File: src/rtl/mem_bus_arbiter_if.sv
// rtl/mem_bus_arbiter_if.sv - req/gnt memory bus with one-cycle response
interface mem_bus_arbiter_if #(
    parameter int AW = 64,
    parameter int SW = 8,
    parameter int DW = 64
);
    logic          req;
    logic          wen;
    logic [AW-1:0] addr;
    logic [SW-1:0] strb;
    logic [DW-1:0] wdata;
    logic          gnt;
    logic          err;
    logic [DW-1:0] rdata;

    modport master (
        output req, wen, addr, strb, wdata,
        input  gnt, err, rdata
    );

    modport slave (
        input  req, wen, addr, strb, wdata,
        output gnt, err, rdata
    );
endinterface

File: src/rtl/mem_bus_arbiter.sv
// rtl/mem_bus_arbiter.sv - imem/dmem to single memory port arbiter
module mem_bus_arbiter #(
    parameter int MEM_ADDR_W = 64,
    parameter int MEM_STRB_W = 8,
    parameter int MEM_DATA_W = 64,
    parameter int MAX_STARVE = 4
) (
    input  logic                    g_clk,
    input  logic                    g_reset,
    mem_bus_arbiter_if.slave        imem,
    mem_bus_arbiter_if.slave        dmem,
    mem_bus_arbiter_if.master       mem,
    output logic [1:0]              arb_owner
);

    typedef enum logic [1:0] {
        ST_IDLE   = 2'd0,
        ST_LOCK_I = 2'd1,
        ST_LOCK_D = 2'd2
    } state_e;

    localparam logic [1:0] OWN_NONE   = 2'b00;
    localparam logic [1:0] OWN_I      = 2'b01;
    localparam logic [1:0] OWN_D      = 2'b10;
    localparam logic [3:0] STARVE_MAX = 4'(MAX_STARVE);

    state_e                 state_q, state_d;
    logic [1:0]             rsp_owner_q, rsp_owner_d;
    logic [3:0]             starve_q, starve_d;
    logic [1:0]             sel;
    logic                   sel_req;
    logic                   sel_wen;
    logic [MEM_ADDR_W-1:0]  sel_addr;
    logic [MEM_STRB_W-1:0]  sel_strb;
    logic [MEM_DATA_W-1:0]  sel_wdata;
    logic                   i_grant;
    logic                   d_grant;

    // A locked port keeps the downstream payload stable until it is granted
    always_comb begin
        sel = OWN_NONE;
        case (state_q)
            ST_LOCK_I: sel = OWN_I;
            ST_LOCK_D: sel = OWN_D;
            default: begin
                if (imem.req && dmem.req)
                    sel = (starve_q == STARVE_MAX) ? OWN_I : OWN_D;
                else if (imem.req)
                    sel = OWN_I;
                else if (dmem.req)
                    sel = OWN_D;
            end
        endcase
    end

    always_comb begin
        sel_req   = 1'b0;
        sel_wen   = 1'b0;
        sel_addr  = '0;
        sel_strb  = '0;
        sel_wdata = '0;
        case (sel)
            OWN_I: begin
                sel_req   = imem.req;
                sel_wen   = imem.wen;
                sel_addr  = imem.addr;
                sel_strb  = imem.strb;
                sel_wdata = imem.wdata;
            end
            OWN_D: begin
                sel_req   = dmem.req;
                sel_wen   = dmem.wen;
                sel_addr  = dmem.addr;
                sel_strb  = dmem.strb;
                sel_wdata = dmem.wdata;
            end
            default: ;
        endcase
    end

    assign mem.req   = sel_req;
    assign mem.wen   = sel_wen;
    assign mem.addr  = sel_addr;
    assign mem.strb  = sel_strb;
    assign mem.wdata = sel_wdata;
    assign arb_owner = sel;

    assign imem.gnt = mem.gnt && (sel == OWN_I);
    assign dmem.gnt = mem.gnt && (sel == OWN_D);
    assign i_grant  = sel_req && mem.gnt && (sel == OWN_I);
    assign d_grant  = sel_req && mem.gnt && (sel == OWN_D);

    assign imem.err   = mem.err && (rsp_owner_q == OWN_I);
    assign dmem.err   = mem.err && (rsp_owner_q == OWN_D);
    assign imem.rdata = mem.rdata;
    assign dmem.rdata = mem.rdata;

    always_comb begin
        state_d = state_q;
        case (state_q)
            ST_IDLE: begin
                if (sel_req && !mem.gnt)
                    state_d = (sel == OWN_I) ? ST_LOCK_I : ST_LOCK_D;
            end
            ST_LOCK_I: if (mem.gnt || !imem.req) state_d = ST_IDLE;
            ST_LOCK_D: if (mem.gnt || !dmem.req) state_d = ST_IDLE;
            default:   state_d = ST_IDLE;
        endcase
    end

    always_comb begin
        rsp_owner_d = (sel_req && mem.gnt) ? sel : OWN_NONE;
        starve_d    = starve_q;
        if (i_grant)
            starve_d = 4'd0;
        else if (d_grant && imem.req)
            starve_d = (starve_q >= STARVE_MAX) ? STARVE_MAX : starve_q + 4'd1;
    end

    always_ff @(posedge g_clk or posedge g_reset) begin
        if (g_reset) begin
            state_q     <= ST_IDLE;
            rsp_owner_q <= OWN_NONE;
            starve_q    <= 4'd0;
        end else begin
            state_q     <= state_d;
            rsp_owner_q <= rsp_owner_d;
            starve_q    <= starve_d;
        end
    end

endmodule

File: src/flat_wrapper.sv
// flat-port wrapper written by rule: the top's interface ports become plain ports
module mem_bus_arbiter_flat 
#(
    parameter int MEM_ADDR_W = 64,
    parameter int MEM_STRB_W = 8,
    parameter int MEM_DATA_W = 64,
    parameter int MAX_STARVE = 4
)
  (g_clk, g_reset, arb_owner, imem_req, imem_wen, imem_addr, imem_strb, imem_wdata, imem_gnt, imem_err, imem_rdata, dmem_req, dmem_wen, dmem_addr, dmem_strb, dmem_wdata, dmem_gnt, dmem_err, dmem_rdata, mem_req, mem_wen, mem_addr, mem_strb, mem_wdata, mem_gnt, mem_err, mem_rdata);
  mem_bus_arbiter_if #(.AW(64), .SW(8), .DW(64)) imem_i ();
  mem_bus_arbiter_if #(.AW(64), .SW(8), .DW(64)) dmem_i ();
  mem_bus_arbiter_if #(.AW(64), .SW(8), .DW(64)) mem_i ();
  input  logic g_clk;
  input  logic g_reset;
  output logic [1:0] arb_owner;
  input wire logic [$bits(imem_i.req)-1:0] imem_req;
  input wire logic [$bits(imem_i.wen)-1:0] imem_wen;
  input wire logic [$bits(imem_i.addr)-1:0] imem_addr;
  input wire logic [$bits(imem_i.strb)-1:0] imem_strb;
  input wire logic [$bits(imem_i.wdata)-1:0] imem_wdata;
  output wire logic [$bits(imem_i.gnt)-1:0] imem_gnt;
  output wire logic [$bits(imem_i.err)-1:0] imem_err;
  output wire logic [$bits(imem_i.rdata)-1:0] imem_rdata;
  input wire logic [$bits(dmem_i.req)-1:0] dmem_req;
  input wire logic [$bits(dmem_i.wen)-1:0] dmem_wen;
  input wire logic [$bits(dmem_i.addr)-1:0] dmem_addr;
  input wire logic [$bits(dmem_i.strb)-1:0] dmem_strb;
  input wire logic [$bits(dmem_i.wdata)-1:0] dmem_wdata;
  output wire logic [$bits(dmem_i.gnt)-1:0] dmem_gnt;
  output wire logic [$bits(dmem_i.err)-1:0] dmem_err;
  output wire logic [$bits(dmem_i.rdata)-1:0] dmem_rdata;
  output wire logic [$bits(mem_i.req)-1:0] mem_req;
  output wire logic [$bits(mem_i.wen)-1:0] mem_wen;
  output wire logic [$bits(mem_i.addr)-1:0] mem_addr;
  output wire logic [$bits(mem_i.strb)-1:0] mem_strb;
  output wire logic [$bits(mem_i.wdata)-1:0] mem_wdata;
  input wire logic [$bits(mem_i.gnt)-1:0] mem_gnt;
  input wire logic [$bits(mem_i.err)-1:0] mem_err;
  input wire logic [$bits(mem_i.rdata)-1:0] mem_rdata;
  assign imem_i.req = imem_req;
  assign imem_i.wen = imem_wen;
  assign imem_i.addr = imem_addr;
  assign imem_i.strb = imem_strb;
  assign imem_i.wdata = imem_wdata;
  assign imem_gnt = imem_i.gnt;
  assign imem_err = imem_i.err;
  assign imem_rdata = imem_i.rdata;
  assign dmem_i.req = dmem_req;
  assign dmem_i.wen = dmem_wen;
  assign dmem_i.addr = dmem_addr;
  assign dmem_i.strb = dmem_strb;
  assign dmem_i.wdata = dmem_wdata;
  assign dmem_gnt = dmem_i.gnt;
  assign dmem_err = dmem_i.err;
  assign dmem_rdata = dmem_i.rdata;
  assign mem_req = mem_i.req;
  assign mem_wen = mem_i.wen;
  assign mem_addr = mem_i.addr;
  assign mem_strb = mem_i.strb;
  assign mem_wdata = mem_i.wdata;
  assign mem_i.gnt = mem_gnt;
  assign mem_i.err = mem_err;
  assign mem_i.rdata = mem_rdata;
  mem_bus_arbiter #(.MEM_ADDR_W(MEM_ADDR_W), .MEM_STRB_W(MEM_STRB_W), .MEM_DATA_W(MEM_DATA_W), .MAX_STARVE(MAX_STARVE)) u_core (.g_clk(g_clk), .g_reset(g_reset), .imem(imem_i), .dmem(dmem_i), .mem(mem_i), .arb_owner(arb_owner));
endmodule
File: config.mk
export PLATFORM = sky130hd
export DESIGN_NAME = mem_bus_arbiter_flat
export DESIGN_NICKNAME = d
export VERILOG_FILES = /design/src/rtl/mem_bus_arbiter_if.sv /design/src/rtl/mem_bus_arbiter.sv /design/src/flat_wrapper.sv
export SDC_FILE = /design/constraint.sdc
export NUM_CORES = 1
export LEC_CHECK = 0
export ABC_AREA = 1
export CORE_AREA = 2 2 237 239
export DETAILED_ROUTE_END_ITERATION = 10
export DIE_AREA = 0 0 239 241
export GPL_TIMING_DRIVEN = 0
export PLACE_DENSITY = 0.44
export SLEW_MARGIN = 20
export SYNTH_ARGS = -nofsm -noshare
export SYNTH_HDL_FRONTEND = slang
export SYNTH_SLANG_ARGS = --single-unit
File: constraint.sdc
create_clock -name g_clk -period 2.3 [get_ports g_clk]
set_input_delay 0.46 -clock g_clk [delete_from_list [all_inputs] [get_ports g_clk]]
set_output_delay 0.46 -clock g_clk [all_outputs]
set_load 0.01 [all_outputs]
==> run summary <==
post-synth top area cell - nand2_1
first-pass GRT wire length - 39100 microns
Detailed Place HPWL - 25500 microns
Synth area leaders - nand2_1 32%, buf_4 30%, a21oi_1 19%, dfrtp_1 5.6%, buf_2 4.2%
Layout Cells excl Fill - 1964
Post-Syn Area per Cell - 5.30 sq um
CP max FO - 6
Mapped Area - 3560 sq um
R2R Path Start - u_core.state_q[0]$_DFFE_PP0P_
final hold viol count - 0
Final TNS setup - -61270 ps
Worst Path Required - 1840 ps
Slew Viols, Final - 0
core area - 54900 sq um
worst setup margin - -545 ps
final RePlAce weighted congestion - 0.805
Clock Sinks - 8
slowest CP cell - dfrtp_1
Yosys Warn Count - 0
Mapped Nets - 1022
VDD IR max - 0.791 mV
Total Routed Length - 31600 microns
Starting Density - 6.48%
clock skew - 4.71 ps
post-synthesis cell count - 671
sequential area share after synthesis - 5.63%
First-pass DRT Iterations - 4
vias in the first global route - 6423
CTS Buffer Depth - 2
Worst setup EP type - primary output
RSZ-0062 raised after global routing - yes
f_max - 0.351 GHz
die height - 241 microns
Distinct cells, synth - 17
Port Buf Inserts - 551
Placement Rows - 86
CTS root buf - clkbuf_16
average wire per standard cell - 16.1 microns
largest net degree at the start of global routing - 11
via-per-instance ratio - 3.34
CTS tree - built
status - finished, violations left
Clk Latency, worst-skew pair - 230 ps
R2R depth - 13
DRC errors left - 0
min cycle time layout - 2840 ps
CP Capture Point - mem_wdata[42]
Worst slew margin - 76.7%
fin nets - 1613
Die W - 239 microns
Arr. time, crit path - 2380 ps
Lkg Pwr - 4.71 nW
R2R setup slack - -20 ps
fin crit share - 124%
share of layout cells above drive strength 1 - 43.3%
Least-Margin Pin Slew - 349 ps
Post-Place Cells - 1926
total gr overflow - 0
gr usage total - 9.17%
CP Class - reg2out
Hold Crit Class - in2async
CTS Buf Count - 3
Worst-path clk slew - 40 ps
die area - 57600 sq um
CP Launch Point - u_core.state_q[0]$_DFFE_PP0P_
Yosys reg bits - 8
share of the synthesized area in the top cell type - 31.7%
max_cap viols - 0
Worst Setup Start Kind - flop
CP max stage delay - 360 ps
n_diodes - 0
CTS H-Tree Depth - 1
Filler cells - 6233
PwrDens - 1180 nW/um^2
RR Endpoint - u_core.starve_q[3]$_DFFE_PP0P_
total number of vias - 6556
Layout area overhead - 213%
Final setup viols - 141
initial antenna violation count - 0
IO Count - 616
worst-path cell chain - inv_2, ha_4, nor2_2, a22oi_2, ha_4, buf_6, buf_12, clkbuf_16, nand2_4, a21oi_2, buf_2
violated checks - negative setup slack
DRT iter0 DRCs - 107
ANT nets after route - 0
CP dominant cell by count - ha_4
-- metal layers --
layer	global-route usage, %	share of wire (%)
met1	9.29	34
met2	18.3	54
met3	2.31	8.7
met4	2.52	3.2
met5	0	0
-- how the worst min path moves through the flow --
stage / slack [ps] / cells past startpoint / endpoint / from
floorplan: 280 / 1 / u_core.rsp_owner_q[0]$_DFF_PP0_ / g_reset
global placement: 490 / 2 / u_core.starve_q[2]$_DFFE_PP0P_ / u_core.starve_q[2]$_DFFE_PP0P_
detailed placement: 480 / 2 / u_core.starve_q[2]$_DFFE_PP0P_ / u_core.starve_q[2]$_DFFE_PP0P_
CTS: 490 / 2 / u_core.starve_q[0]$_DFFE_PP0P_ / g_reset
global route: 520 / 2 / u_core.starve_q[0]$_DFFE_PP0P_ / g_reset
finish: 490 / 2 / u_core.starve_q[0]$_DFFE_PP0P_ / g_reset
-- worst max-delay path: cells and delay by family, from the launching register on --
kind                       cells  cell delay (ps)
buffers and inverters          5              690
adders and majority gates      2              540
AOI/OAI and AO/OA              2              440
and+or+nand+nor                2               90
DFF                            1              360
-- sequential cells by signal (all words and copies together) (netlist names) --
name / flops
u_core.state_q: 2
u_core.starve_q: 4
u_core.rsp_owner_q: 2
-- power breakdown --
group	switching, W	leakage [nW]	internal (W)	total [W]
Sequential	0.0000206	0.109	0.000174	0.000195
Combinational	0.00693	4.57	0.00572	0.0126
Clock	0.0000692	0.0370	0.000224	0.000293
-- through the flow --
stage / util [%] / hold slack [ps] / total power [W] / cell area, sq um / setup slack [ps]
after floorplan: - / 276 / 0.00462 / 3640 / -49.8
after global placement: 18.3 / 489 / 0.0100 / 10000 / -1800
after detailed placement: 18.3 / 482 / 0.0100 / 10000 / -1800
after CTS: 19.5 / 495 / 0.0120 / 10700 / -558
after global routing: 20.3 / 519 / 0.0141 / 11100 / -656
final: 20.3 / 488 / 0.0131 / 11100 / -545
-- placed cells by master (no fill, tap or decap), drive strengths merged, types with 2 or more instances in the layout --
master	n
clkdlybuf4s50	407
nand2	301
buf	335
nand3	4
ha	7
clkbuf	17
nor2	11
a21oi	138
o21ai	3
dfrtp	8
dlygate4sd2	2
inv	20
nand4	3
-- cell type report --
| cell class | count | area (sq um) | area share, % |
|---|---|---|---|
| multi-input cells | 469 | 2840 | 25.5 |
| plain buffers | 170 | 1630 | 14.7 |
| inverters | 20 | 75.1 | 0.674 |
| well taps | 704 | 881 | 7.91 |
| repair buffers | 590 | 5440 | 48.8 |
| flip-flops and latches | 8 | 200 | 1.80 |
| clock buffers | 3 | 75.1 | 0.674 |
-- Yosys cell counts (all sizes together) --
master	count
nand3	4
nor2	11
and2	1
a21oi	138
ha	7
nand4	3
nand2	301
o21ai	3
dfrtp	8
a22oi	1
buf	174
inv	20
-- kinds of logic (layout without fill, tap and decap cells) --
| logic type | count (synthesis) | in the layout | synth area share (%) |
|---|---|---|---|
| DFF | 8 | 8 | 5.63 |
| buffers and inverters | 194 | 783 | 37.0 |
| and+or+nand+nor | 320 | 320 | 34.4 |
| AOI/OAI and AO/OA | 142 | 142 | 20.5 |
| adders and majority gates | 7 | 7 | 2.46 |
-- what timing repair did --
item	4_1_cts	5_1_grt
hold buffers	0	0
setup buffers	14	13
cloned	3	11
setup endpoints to repair	142	142
pin swaps	11	39
gates resized for setup	657	259
Note: power is estimated with default switching activity, not from simulation.
